[src/rtl/fb_vga_pkg.sv]
// fb_vga_pkg: shared timing constants and pixel types for the VGA block.
//   H_* boundaries are in 50 MHz clocks (two clocks per pixel), V_* in lines.
//   rgb_t     : packed {r,g,b} pixel, 8 bits per channel.
//   bar_color : colour-bar generator used by the optional test pattern.
package fb_vga_pkg;

  localparam logic [10:0] H_ACTIVE   = 11'd1280;
  localparam logic [10:0] H_FP_END   = 11'd1312;
  localparam logic [10:0] H_SYNC_END = 11'd1504;
  localparam logic [10:0] H_TOTAL    = 11'd1600;

  localparam logic [9:0]  V_ACTIVE   = 10'd480;
  localparam logic [9:0]  V_FP_END   = 10'd490;
  localparam logic [9:0]  V_SYNC_END = 10'd492;
  localparam logic [9:0]  V_TOTAL    = 10'd525;

  typedef struct packed {
    logic [7:0] r;
    logic [7:0] g;
    logic [7:0] b;
  } rgb_t;

  typedef enum logic [2:0] {
    BAR_WHITE,
    BAR_YELLOW,
    BAR_CYAN,
    BAR_GREEN,
    BAR_MAGENTA,
    BAR_RED,
    BAR_BLUE,
    BAR_BLACK
  } bar_t;

  // Bars are 80 columns wide so the eight of them span the full 640-pixel line.
  function automatic rgb_t bar_color(input logic [9:0] col);
    bar_t idx;
    rgb_t c;
    if      (col < 10'd80)  idx = BAR_WHITE;
    else if (col < 10'd160) idx = BAR_YELLOW;
    else if (col < 10'd240) idx = BAR_CYAN;
    else if (col < 10'd320) idx = BAR_GREEN;
    else if (col < 10'd400) idx = BAR_MAGENTA;
    else if (col < 10'd480) idx = BAR_RED;
    else if (col < 10'd560) idx = BAR_BLUE;
    else                    idx = BAR_BLACK;
    case (idx)
      BAR_WHITE:   c = rgb_t'(24'hFFFFFF);
      BAR_YELLOW:  c = rgb_t'(24'hFFFF00);
      BAR_CYAN:    c = rgb_t'(24'h00FFFF);
      BAR_GREEN:   c = rgb_t'(24'h00FF00);
      BAR_MAGENTA: c = rgb_t'(24'hFF00FF);
      BAR_RED:     c = rgb_t'(24'hFF0000);
      BAR_BLUE:    c = rgb_t'(24'h0000FF);
      default:     c = rgb_t'(24'h000000);
    endcase
    return c;
  endfunction

endpackage

[src/rtl/fb_delay_line.sv]
// fb_delay_line: DEPTH-stage shift register, WIDTH bits wide.
//   clk, reset : clock, asynchronous active-high reset (all stages -> RESET_VAL)
//   din        : value entering the line
//   dout       : din delayed by DEPTH clocks
module fb_delay_line #(
  parameter int unsigned      WIDTH     = 1,
  parameter int unsigned      DEPTH     = 1,
  parameter logic [WIDTH-1:0] RESET_VAL = '0
) (
  input  logic             clk,
  input  logic             reset,
  input  logic [WIDTH-1:0] din,
  output logic [WIDTH-1:0] dout
);

  logic [WIDTH-1:0] stage [DEPTH];

  always_ff @(posedge clk or posedge reset) begin
    if (reset) begin
      for (int unsigned i = 0; i < DEPTH; i++) stage[i] <= RESET_VAL;
    end else begin
      stage[0] <= din;
      for (int unsigned i = 1; i < DEPTH; i++) stage[i] <= stage[i-1];
    end
  end

  assign dout = stage[DEPTH-1];

endmodule

[src/rtl/fb_vga_timing.sv]
// fb_vga_timing: 640x480@60 Hz VGA timing from the 50 MHz clock.
//   clk, reset      : 50 MHz clock, asynchronous active-high reset
//   pix_rgb         : {R,G,B} from the pixel source, LATENCY clocks after request
//   test_mode       : select internal colour bars (FB_VGA_TEST_PATTERN_EN builds only)
//   req_x/req_y     : requested column/row, combinational from the counters
//   req_valid       : request lies inside the active area
//   VGA_*           : DE1-SoC DAC pins, LATENCY+1 clocks behind the counters
//   vblank_start    : one-clock pulse on entry to vertical blanking
//   frame_count     : completed frames, wraps
// Optional feature: define FB_VGA_TEST_PATTERN_EN to build the colour-bar generator.
module fb_vga_timing
  import fb_vga_pkg::*;
#(
  parameter int unsigned LATENCY = 2  // legal 1..8
) (
  input  logic        clk,
  input  logic        reset,
  input  logic [23:0] pix_rgb,
  input  logic        test_mode,
  output logic [9:0]  req_x,
  output logic [9:0]  req_y,
  output logic        req_valid,
  output logic [7:0]  VGA_R,
  output logic [7:0]  VGA_G,
  output logic [7:0]  VGA_B,
  output logic        VGA_HS,
  output logic        VGA_VS,
  output logic        VGA_BLANK_N,
  output logic        VGA_SYNC_N,
  output logic        VGA_CLK,
  output logic        vblank_start,
  output logic [15:0] frame_count
);

  logic [10:0] hcount;
  logic [9:0]  vcount;
  logic        raw_hs, raw_vs, raw_blank;
  logic [3:0]  sync_d;   // {hs, vs, blank, hcount[0]} after LATENCY clocks
  logic        blank_d;
  logic        vb_hit;
  rgb_t        rgb_next, rgb_q;

  always_ff @(posedge clk or posedge reset) begin
    if (reset) begin
      hcount <= '0;
      vcount <= '0;
    end else if (hcount == H_TOTAL - 11'd1) begin
      hcount <= '0;
      vcount <= (vcount == V_TOTAL - 10'd1) ? '0 : vcount + 10'd1;
    end else begin
      hcount <= hcount + 11'd1;
    end
  end

  assign raw_hs    = !(hcount >= H_FP_END && hcount < H_SYNC_END);
  assign raw_vs    = !(vcount >= V_FP_END && vcount < V_SYNC_END);
  assign raw_blank = (hcount >= H_ACTIVE) || (vcount >= V_ACTIVE);

  assign req_x     = hcount[10:1];
  assign req_y     = vcount;
  assign req_valid = !raw_blank;

  // Syncs, blank and the half-pixel clock travel together so they stay
  // aligned with RGB returned by the fixed-latency source.
  fb_delay_line #(
    .WIDTH     (4),
    .DEPTH     (LATENCY),
    .RESET_VAL (4'b1110)
  ) u_sync_dly (
    .clk   (clk),
    .reset (reset),
    .din   ({raw_hs, raw_vs, raw_blank, hcount[0]}),
    .dout  (sync_d)
  );

  assign blank_d = sync_d[1];

`ifdef FB_VGA_TEST_PATTERN_EN
  logic [9:0] col_d;

  fb_delay_line #(
    .WIDTH     (10),
    .DEPTH     (LATENCY),
    .RESET_VAL ('0)
  ) u_col_dly (
    .clk   (clk),
    .reset (reset),
    .din   (hcount[10:1]),
    .dout  (col_d)
  );
`else
  logic unused_test_mode;
  assign unused_test_mode = test_mode;
`endif

  always_comb begin
    rgb_next = rgb_t'(pix_rgb);
`ifdef FB_VGA_TEST_PATTERN_EN
    if (test_mode) rgb_next = bar_color(col_d);
`endif
    if (blank_d) rgb_next = '0;
  end

  assign vb_hit = (hcount == '0) && (vcount == V_ACTIVE);

  always_ff @(posedge clk or posedge reset) begin
    if (reset) begin
      VGA_HS       <= 1'b1;
      VGA_VS       <= 1'b1;
      VGA_BLANK_N  <= 1'b0;
      VGA_CLK      <= 1'b0;
      rgb_q        <= '0;
      vblank_start <= 1'b0;
      frame_count  <= '0;
    end else begin
      VGA_HS       <= sync_d[3];
      VGA_VS       <= sync_d[2];
      VGA_BLANK_N  <= !blank_d;
      VGA_CLK      <= sync_d[0];
      rgb_q        <= rgb_next;
      vblank_start <= vb_hit;
      if (vb_hit) frame_count <= frame_count + 16'd1;
    end
  end

  assign VGA_R      = rgb_q.r;
  assign VGA_G      = rgb_q.g;
  assign VGA_B      = rgb_q.b;
  assign VGA_SYNC_N = 1'b0;

endmodule
[config.mk]
export PLATFORM = sky130hd
export DESIGN_NAME = fb_vga_timing
export DESIGN_NICKNAME = d
export VERILOG_FILES = /design/src/rtl/fb_vga_pkg.sv /design/src/rtl/fb_delay_line.sv /design/src/rtl/fb_vga_timing.sv
export SDC_FILE = /design/constraint.sdc
export NUM_CORES = 1
export LEC_CHECK = 0
export CORE_UTILIZATION = 30
export CTS_CLUSTER_DIAMETER = 100
export DETAILED_ROUTE_END_ITERATION = 16
export SYNTH_ARGS = -nofsm -noshare
export SYNTH_HDL_FRONTEND = slang
export SYNTH_SLANG_ARGS = --single-unit
[constraint.sdc]
create_clock -name clk -period 2.95 [get_ports clk]
set_input_delay 0.59 -clock clk [delete_from_list [all_inputs] [get_ports clk]]
set_output_delay 0.59 -clock clk [all_outputs]
set_load 0.01 [all_outputs]
==> impl_metrics.yaml <==
grt:
  antenna_found_initial: 0
  grt_pass1_vias: 2079
  grt_max_degree: 75
  grt_pass1_wl_mm: 10.2
  grt.overflow.total: 0
  grtUsageTotal_pct: 11.9
cts:
  clockBufferDepth: 2
  clock-root-buffer: "clkbuf_8"
  post-cts-setup-buffers: 0
  cts.sinks: 74
  cts_resized: 0
  cts_buffers: 9
  h-tree-depth: 3
  clkLatencyLatePin_ns: 0.33
  cts_hold_buf: 0
  tritoncts: "done"
  clk_pin_slew_worst_paths_ns: 0.08
logic_synthesis:
  synth_area_leaders: "dfrtp_1, dfstp_2, nor2b_1, xnor2_1, buf_4"
  synth.distinct_cells: 38
  ys_ff_latch: 74
  netlist_area_mm2: 0.00309
  synth_fp_nets: 290
  ys_seq_area_share_pct: 60.2
  ys.warnings.count: 0
  synthCells: 257
  synth_top_area_cell: "dfrtp_1"
  synth_top_area_share_pct: 53.4
  avgSynthCellArea_um2: 12.0
hold_path:
  hold_path_class: "reg2reg"
drt:
  wl_per_cell_um: 12.6
  final_antenna_net_count: 0
  first_pass_iters: 4
  drtIter0Drc: 59
  drc_errors: 0
  vias: 2145
  drt-total-wl_mm: 6.10
  viasPerCell: 4.44
power_and_ir_drop:
  swShare_pct: 21.9
  p_switching_uw: 418
  p_leak_uw: 0.00182
  power_frac_seq_pct: 54.2
  p_per_area_mw_per_mm2: 445
  finalPower_uw: 1910
  max-vdd-ir-drop_uv: 247
  internal_power_uw: 1490
  pwr-share-comb_pct: 5.7
  clkPwrFrac_pct: 40.1
die:
  die_area_mm2: 0.0107
  dieWidth_um: 104
  ioPinCount: 94
  fp.dieH_um: 104
  core_mm2: 0.00986
  rows: 36
  start_util_pct: 31.3
run_status:
  status: "finished clean"
placed_design:
  dp_slack_ns: 0.618
  place_congestion: 0.751
  placed_cells: 467
  io_buffers: 91
  hpwl_mm: 4.29
sta:
  finalWorstSetupSlack_ns: 0.322
  final.setup.tns_ns: 0
  finalClockSkew_ns: 0.0125
  maxSlewViolCount: 0
  grt_setup_unrepaired: "false"
  max_freq_mhz: 380
  period_share_pct: 89.1
  min_period_ns: 2.63
  finalSetupViolations: 0
  slew_headroom_pct: 50.4
  hold_violations: 0
  tightest_slew_ns: 0.737
finish:
  area.growth.synth_to_final_pct: 38.6
  layout_common_cells: "clkdlybuf4s50_1, dfrtp_1, nor2b_1"
  diodes: 0
  fill_cells: 915
  final_common_cell: "clkdlybuf4s50_1"
  nNetsFinal: 378
  drive_gt1_share_pct: 11.1
  layout.cells.non_filler: 483
setup_path:
  critPathMaxFanout: 8
  cp.required_ns: 2.36
  worstSetupPathType: "reg2out"
  worst_setup_path_start_kind: "register"
  worstPathArrival_ns: 2.04
  cp-end-kind: "output port"
job:
  maxCapViolCount: 0
## logic make-up (layout without fill, tap and decap cells)
group	count (synthesis)	in the layout	synth area share [%]
adder cells (fa/ha/maj)	6	6	2.43
AND/OR/NAND/NOR	109	109	21.9
flip-flops	74	74	60.2
XOR/XNOR	25	25	7.08
multiplexers	4	4	1.42
AO/OA/AOI/OAI	14	14	2.55
buffers and inverters	24	117	4.33
other	1	1	0.121
## path summary, 6_finish.rpt
path | startpoint | slack [ns] | cells past startpoint | endpoint
worst max register to register | hcount[2]$_DFF_PP0_ | 0.64 | 5 | frame_count[12]$_DFFE_PP0P_
max in group asynchronous | reset | 1.92 | 3 | u_sync_dly.stage[5]$_DFF_PP1_
min in group asynchronous | reset | 0.66 | 3 | VGA_B[6]$_DFF_PP0_
worst min register to register | u_sync_dly.stage[5]$_DFF_PP1_ | 0.35 | 0 | u_sync_dly.dout[1]$_DFF_PP1_
worst max-delay path | hcount[8]$_DFF_PP0_ | 0.32 | 5 | req_valid
worst min-delay path | u_sync_dly.stage[5]$_DFF_PP1_ | 0.35 | 0 | u_sync_dly.dout[1]$_DFF_PP1_
## through the flow
| stage | hold slack, ns | utilization (%) | area, um2 |
|---|---|---|---|
| floorplan | 0.331 | - | 3090 |
| global placement | 0.336 | 41.5 | 4090 |
| detailed placement | 0.340 | 41.5 | 4090 |
| CTS | 0.347 | 43.4 | 4290 |
| global route | 0.349 | 43.4 | 4290 |
| finish | 0.346 | 43.4 | 4290 |
## Yosys cell counts, drive strengths merged
library cell,n
nand4bb,1
nor4,6
or4,4
or2,2
nor3,5
nand3b,1
dfstp,8
mux2i,1
or4b,1
conb,1
nand4,8
nand3,12
nor4b,2
o21ai,7
a21oi,3
a31oi,1
clkbuf,3
ha,6
and2,1
o211ai,1
mux2,3
xor2,9
and4,1
or3,3
nor2,14
nor2b,24
nand2,20
buf,13
xnor2,16
dfrtp,66
a21o,2
and3,4
inv,8
## state kept, by name, summed over array words and instances (netlist names)
| name | flops |
|---|---|
| VGA_VS | 1 |
| VGA_R | 8 |
| vblank_start | 1 |
| VGA_B | 8 |
| req_y | 10 |
| u_sync_dly.stage | 4 |
| VGA_BLANK_N | 1 |
| u_sync_dly.dout | 4 |
| VGA_HS | 1 |
| VGA_CLK | 1 |
| frame_count | 16 |
| VGA_G | 8 |
| hcount | 11 |
## power groups by stage
stage                     combinational [uW]  sequential [uW]  clock (uW)
after global placement                   111             1050           0
after floorplan                         26.8             1060           0
after CTS                                112             1030         799
after global routing                     119             1040         840
after detailed placement                 111             1050           0
final                                    109             1030         765
## layout make-up
cell class,count,area (um2),share of cell area [%]
Clock buffer,10,128,2.98
Clock inverter,6,65.1,1.52
Inverter,8,30.0,0.701
Multi-Input combinational cell,159,1100,25.6
Sequential cell,74,1860,43.4
Tap cell,133,166,3.88
Timing Repair Buffer,93,938,21.9
## critical path: stages, from the launching register on
cell and delay, ns:
dfrtp_1 0.46, or2_2 0.38, a21oi_1 0.16, nand2_1 0.09
inv_1 0.09, clkdlybuf4s50_1 0.53
## routing by layer
metal	GRT usage (%)	part of all wire, %	vias to the layer above	routed length (um)
met2	18.5	46	71	2820
met3	3.08	5.2	10	319
met5	0	0	-	0
li1	-	-	1033	-
met4	4.66	1.4	0	85
met1	15.9	47	1031	2870
Power figures use the tool's default switching activity.
